### config.mk
export PLATFORM = sky130hd
export DESIGN_NAME = grf_wport_arbiter
export DESIGN_NICKNAME = d
export VERILOG_FILES = /design/src/rtl/grf_wport_arbiter.sv
export SDC_FILE = /design/constraint.sdc
export NUM_CORES = 1
export LEC_CHECK = 0
export ABC_AREA = 1
export BUFFER_PORTS_ARGS = -buffer_cell sky130_fd_sc_hd__clkbuf_2
export CORE_UTILIZATION = 33
export CTS_BUF_LIST = sky130_fd_sc_hd__clkbuf_4 sky130_fd_sc_hd__clkbuf_8
export CTS_CLUSTER_SIZE = 12
export DETAILED_ROUTE_END_ITERATION = 12
export GPL_ROUTABILITY_DRIVEN = 0
export GPL_TIMING_DRIVEN = 0
export PLACE_DENSITY = 0.6
export REMOVE_ABC_BUFFERS = 1
export SYNTH_ARGS = -nofsm -noshare
export SYNTH_HDL_FRONTEND = slang
export SYNTH_SLANG_ARGS = --single-unit
### constraint.sdc
create_clock -name i_clk -period 8 [get_ports i_clk]
set_input_delay 0.8 -clock i_clk [delete_from_list [all_inputs] [get_ports i_clk]]
set_output_delay 0.8 -clock i_clk [all_outputs]
set_load 0.02 [all_outputs]
### src/rtl/grf_wport_arbiter.sv
// -----------------------------------------------------------------------------
// grf_wport_arbiter
//   Shares the single GRF write port between W-stage writeback and the
//   multi-cycle MDU result path. W stage has priority; MDU results wait in a
//   small FIFO. A per-register pending scoreboard tracks issued MDU ops and
//   raises a decode stall on RAW/WAW hazards. An anti-starvation FSM forces
//   one FIFO write (W held off) after STARVE_MAX lost arbitrations.
//
// Parameters
//   QDEPTH      MDU result FIFO entries (power of two, >= 2)
//   STARVE_MAX  cycles a non-empty FIFO may lose before a forced hold cycle
//
// Ports
//   i_clk, i_reset_n              clock, async active-low reset
//   i_w_en/i_w_addr/i_w_data      W-stage write request
//   i_m_valid/i_m_addr/i_m_data   MDU result, accepted when o_m_ready
//   o_m_ready                     FIFO has room (registered occupancy only)
//   i_m_issue/i_m_issue_addr      MDU op issued from decode
//   i_rs_addr/i_rt_addr/i_d_waddr decode-stage register operands
//   o_stall                       decode hazard on a pending register
//   o_w_hold                      W stage must not write this cycle
//   o_grf_we/o_grf_a3/o_grf_wd    GRF write port
//   o_q_count                     FIFO occupancy
//
// Configuration
//   GRF_ARB_ASSERT_EN  enables simulation-only protocol checks; the
//                      synthesized logic is the same either way.
// -----------------------------------------------------------------------------
module grf_wport_arbiter #(
  parameter int QDEPTH     = 2,
  parameter int STARVE_MAX = 4
) (
  input  logic                      i_clk,
  input  logic                      i_reset_n,
  input  logic                      i_w_en,
  input  logic [4:0]                i_w_addr,
  input  logic [31:0]               i_w_data,
  input  logic                      i_m_valid,
  input  logic [4:0]                i_m_addr,
  input  logic [31:0]               i_m_data,
  output logic                      o_m_ready,
  input  logic                      i_m_issue,
  input  logic [4:0]                i_m_issue_addr,
  input  logic [4:0]                i_rs_addr,
  input  logic [4:0]                i_rt_addr,
  input  logic [4:0]                i_d_waddr,
  output logic                      o_stall,
  output logic                      o_w_hold,
  output logic                      o_grf_we,
  output logic [4:0]                o_grf_a3,
  output logic [31:0]               o_grf_wd,
  output logic [$clog2(QDEPTH):0]   o_q_count
);

  localparam int PW = $clog2(QDEPTH);
  localparam int CW = PW + 1;
  localparam int SW = $clog2(STARVE_MAX + 1);

  typedef enum logic {S_NORMAL = 1'b0, S_HOLD = 1'b1} state_e;

  typedef struct packed {
    logic [4:0]  addr;
    logic [31:0] data;
  } ent_t;

  // FIFO storage carries no reset: pointers and count define validity.
  ent_t          fifo_q [QDEPTH];
  logic [PW-1:0] wptr_q, wptr_d;
  logic [PW-1:0] rptr_q, rptr_d;
  logic [CW-1:0] cnt_q,  cnt_d;
  logic [31:0]   pend_q, pend_d;
  logic [SW-1:0] starve_q, starve_d;
  state_e        state_q, state_d;

  logic full, empty, hold;
  logic w_req, pop, push, m_xfer;
  ent_t head;

  assign full  = (cnt_q == CW'(QDEPTH));
  assign empty = (cnt_q == '0);
  assign hold  = (state_q == S_HOLD);
  assign head  = fifo_q[rptr_q];

  // Grant logic is gated by the reset input so the port is quiet while
  // reset is asserted, not only after the flops clear.
  assign o_m_ready = i_reset_n & ~full;
  assign w_req     = i_reset_n & i_w_en & (i_w_addr != 5'd0) & ~hold;
  assign pop       = i_reset_n & ~w_req & ~empty;
  assign m_xfer    = i_m_valid & o_m_ready;
  // Results to $0 complete the handshake but never occupy a slot.
  assign push      = m_xfer & (i_m_addr != 5'd0);

  always_comb begin
    o_grf_we = 1'b0;
    o_grf_a3 = 5'd0;
    o_grf_wd = 32'd0;
    if (w_req) begin
      o_grf_we = 1'b1;
      o_grf_a3 = i_w_addr;
      o_grf_wd = i_w_data;
    end else if (pop) begin
      o_grf_we = 1'b1;
      o_grf_a3 = head.addr;
      o_grf_wd = head.data;
    end
  end

  assign o_w_hold  = hold;
  assign o_q_count = cnt_q;

  // Stall looks only at registered pending bits, so it drops the cycle after
  // the GRF write of the result.
  assign o_stall = pend_q[i_rs_addr] | pend_q[i_rt_addr] | pend_q[i_d_waddr] |
                   (i_m_issue & pend_q[i_m_issue_addr]);

  // FIFO pointers / occupancy
  always_comb begin
    wptr_d = wptr_q;
    rptr_d = rptr_q;
    cnt_d  = cnt_q;
    if (push) wptr_d = wptr_q + 1'b1;
    if (pop)  rptr_d = rptr_q + 1'b1;
    case ({push, pop})
      2'b10:   cnt_d = cnt_q + 1'b1;
      2'b01:   cnt_d = cnt_q - 1'b1;
      default: cnt_d = cnt_q;
    endcase
  end

  // Pending scoreboard: clear applied first so a same-cycle set wins.
  always_comb begin
    pend_d = pend_q;
    if (pop) pend_d[head.addr] = 1'b0;
    if (i_m_issue && (i_m_issue_addr != 5'd0)) pend_d[i_m_issue_addr] = 1'b1;
    pend_d[0] = 1'b0;
  end

  // Anti-starvation FSM
  always_comb begin
    state_d  = state_q;
    starve_d = '0;
    case (state_q)
      S_NORMAL: begin
        if (!empty && w_req) begin
          starve_d = starve_q + 1'b1;
          if (starve_d == SW'(STARVE_MAX)) begin
            state_d  = S_HOLD;
            starve_d = '0;
          end
        end
      end
      S_HOLD: begin
        state_d  = S_NORMAL;
        starve_d = '0;
      end
      default: state_d = S_NORMAL;
    endcase
  end

  always_ff @(posedge i_clk or negedge i_reset_n) begin
    if (!i_reset_n) begin
      wptr_q   <= '0;
      rptr_q   <= '0;
      cnt_q    <= '0;
      pend_q   <= '0;
      starve_q <= '0;
      state_q  <= S_NORMAL;
    end else begin
      wptr_q   <= wptr_d;
      rptr_q   <= rptr_d;
      cnt_q    <= cnt_d;
      pend_q   <= pend_d;
      starve_q <= starve_d;
      state_q  <= state_d;
    end
  end

  always_ff @(posedge i_clk) begin
    if (push) fifo_q[wptr_q] <= '{addr: i_m_addr, data: i_m_data};
  end

`ifdef GRF_ARB_ASSERT_EN
  always @(posedge i_clk) begin
    if (i_reset_n) begin
      if (i_w_en && o_w_hold) begin
        $display("grf_wport_arbiter: W write during hold");
        $finish;
      end
      if (i_m_valid && full) begin
        $display("grf_wport_arbiter: MDU push while full");
        $finish;
      end
      if (i_m_issue && (i_m_issue_addr != 5'd0) && pend_q[i_m_issue_addr]) begin
        $display("grf_wport_arbiter: issue to pending register %0d", i_m_issue_addr);
        $finish;
      end
      if (pop && !pend_q[head.addr]) begin
        $display("grf_wport_arbiter: pop of non-pending register %0d", head.addr);
        $finish;
      end
    end
  end
`endif

endmodule

==> impl_metrics.toml <==
[sta]
hold_viol = 0
rsz0062_at_grt = "false"
min_period_ns = 4.239
fin_tns_setup_ns = 0
slew_viol_final = 0
max_freq_ghz = 0.2359
min_period_over_period_pct = 52.99
max_slew.worst_pin.slew_ns = 1.022
skew_ns = 0.009079
finalSetupViolations = 0
maxSlewHeadroom_pct = 31.89

[yosys]
yosysSeqAreaShare_pct = 51.73
synth-edff-count = 74
ys_async_sr_fraction_pct = 34.51
yosys_warnings = 0
synth_flop_cell = "edfxtp_1"
synth.top_cell.area_share_pct = 35.94
yosysMostFrequentCell = "nand2_1"
synth_top_area_cell = "edfxtp_1"
ys_top_cells_by_area = "edfxtp_1 36%, dfrtp_1 16%, nand2_1 14%"
postSynthCellCount = 745
yosys-top-cells-count = "228 x nand2_1, 78 x nand3_1, 74 x edfxtp_1, 52 x inv_1, 50 x o21ai_0"
synth_seq_cells = 113
netlist_area_um2 = 6182
syn-mean-instance-area_um2 = 8.298
yosys.cell_types.count = 34

[final_layout]
num-fill-cells = 1826
utilization_pct = 41.30
nNetsFinal = 980
syn2layout_area_growth_pct = 21.23
drive_above_1_share_pct = 22.90
n_antenna_cell = 0

[power]
internal_power_mw = 1.324
p_clk_share_pct = 24.0
sw_frac_of_total_pct = 41.74
combPwrFrac_pct = 34.0
p_leak_nw = 3.526
seq_power_share_pct = 41.9
ir_drop_mv = 0.1372
power.net_switching_mw = 0.9484
power.density_nw_per_um2 = 303.2

[clocking]
cts_setup_buffers = 0
ctsHoldBuffers = 0
cts_resized = 0
cts-root-buf = "clkbuf_8"
cts_buffers = 17
clock_sinks = 113
cts.path.max_buffers = 2
clkLatencyLatePin_ns = 0.43
cts_tree = "yes"
htreeDepth = 4
cts.clk_slew.worst_paths_ns = 0.07

[placed_design]
dpl.hpwl_mm = 12.57
port-buffer-count = 141

[grt]
grt_max_degree = 43
met3_usage_pct = 5.249
grt_pass1_wl_mm = 27.94
globalRoute.busiestLayer = "met2"
use_met1_pct = 24.16
grt_use_total_pct = 18.54
grt_overflow = 0
antenna_found_initial = 0
grt_pass1_vias = 5308
grt_util_met2_pct = 29.64

[worst_setup_path]
start_kind = "primary input"
required_ns = 7.20
regToRegStartpoint = "rptr_q"
crit_type = "in2out"
timing.critical_path.from = "i_reset_n"
endpoint_kind = "primary output"
crit_arrival_ns = 3.44
cp_max_fo = 42

[drt]
wirelength_mm = 17.21
vias = 5646
wl_per_cell_um = 15.37
drt_pass1_iterations = 7
via_per_inst = 5.041
ant_nets = 0
route.detailed.drc = 0
first_iter_violations = 330

[die]
placementRows = 49
io_pins = 142
die_h_um = 138.9
dieWidth_um = 138.9
design.core.area_um2 = 18150
die-area_um2 = 19280
initial_core_util_pct = 34.07

[job]
cap_viol_max_count = 0

[worst_hold_path]
hold_class = "reg2reg"
min_from = "starve_q[0]"

[status]
status = "finished, final reports clean"
cells in the final DEF, fill, tap and decap left out, types with 17 or more instances in the layout:
cell / netlist / final
o21ai_1: 37 / 37
clkbuf_2: 0 / 141
o21ai_0: 50 / 50
a21o_1: 32 / 32
clkbuf_8: 0 / 17
nand3_1: 78 / 78
a21oi_1: 45 / 45
dfrtp_1: 39 / 38
edfxtp_1: 74 / 74
inv_1: 52 / 52
nor2_1: 22 / 20
nand2_1: 228 / 228
flip-flops by register name (all words and copies together), names as in the netlist:
signal / count
starve_q: 3
rptr_q: 1
pend_q: 31
o_w_hold: 1
o_q_count: 2
fifo_q: 74
wptr_q: 1
metrics by stage:
step | area [um2] | hold WS, ns | std cells | power, mW | worst slack (ns)
finish | 7495 | 0.4838 | 1120 | 2.272 | 3.761
global route | 7495 | 0.5085 | 1120 | 2.439 | 3.447
CTS | 7495 | 0.4878 | 1120 | 2.284 | 3.705
detailed placement | 7087 | 0.4784 | 1088 | 1.736 | 3.707
global placement | 7023 | 0.4674 | 1086 | 1.713 | 2.841
floorplan | 6031 | 0.4466 | 716 | 1.425 | 4.518
cell type report:
type                    count  area, um2  area share, %
repair buffers            143      753.2          10.05
clock inverters            15      173.9          2.321
flip-flops and latches    113       3199          42.69
multi-input cells         538       2604          34.74
inverters                  65      244.0          3.255
well taps                 229      286.5          3.823
clock buffers              17      234.0          3.122
power groups by stage:
| stage | clock network [mW] | logic, mW | registers (mW) |
|---|---|---|---|
| 5_1_grt | 0.585 | 0.882 | 0.972 |
| 4_1_cts | 0.557 | 0.780 | 0.947 |
| 3_5_place_dp | 0 | 0.776 | 0.960 |
| 3_3_place_gp | 0 | 0.754 | 0.960 |
| 6_report | 0.545 | 0.774 | 0.953 |
| 2_1_floorplan | 0 | 0.536 | 0.889 |
logic make-up after synthesis:
logic type,Yosys count,synth area share (%)
simple gates,356,24.59
compound gates,174,15.97
flops,113,51.73
buf+inv,94,6.396
xor+xnor,5,0.7085
fa+ha+maj,3,0.6072
critical path, stage by stage:
cell,delay (ns)
clkbuf_2,0.75
inv_2,0.14
nor3b_2,0.39
nand2_2,0.15
nand2_2,0.65
a21oi_1,0.16
a21o_1,0.20
clkbuf_2,0.15
worst paths after layout:
| kind | end | slack, ns | cells after the start |
|---|---|---|---|
| hold / removal | starve_q[0] | 0.48 | 1 |
| max in group asynchronous | rptr_q | 6.76 | 1 |
| setup reg to reg | pend_q[10] | 5.34 | 6 |
| min in group asynchronous | pend_q[14] | 0.53 | 1 |
| setup / recovery | o_grf_wd[30] | 3.76 | 8 |
| hold reg to reg | starve_q[0] | 0.48 | 1 |
metal layers:
metal,wire (um),part of all wire [%],vias to the layer above
met2,7988,46,217
li1,-,-,2797
met1,7604,44,2610
met3,1361,7.9,22
met5,0,0,-
met4,259,1.5,0
No activity file was read; power rests on OpenSTA's default activity.
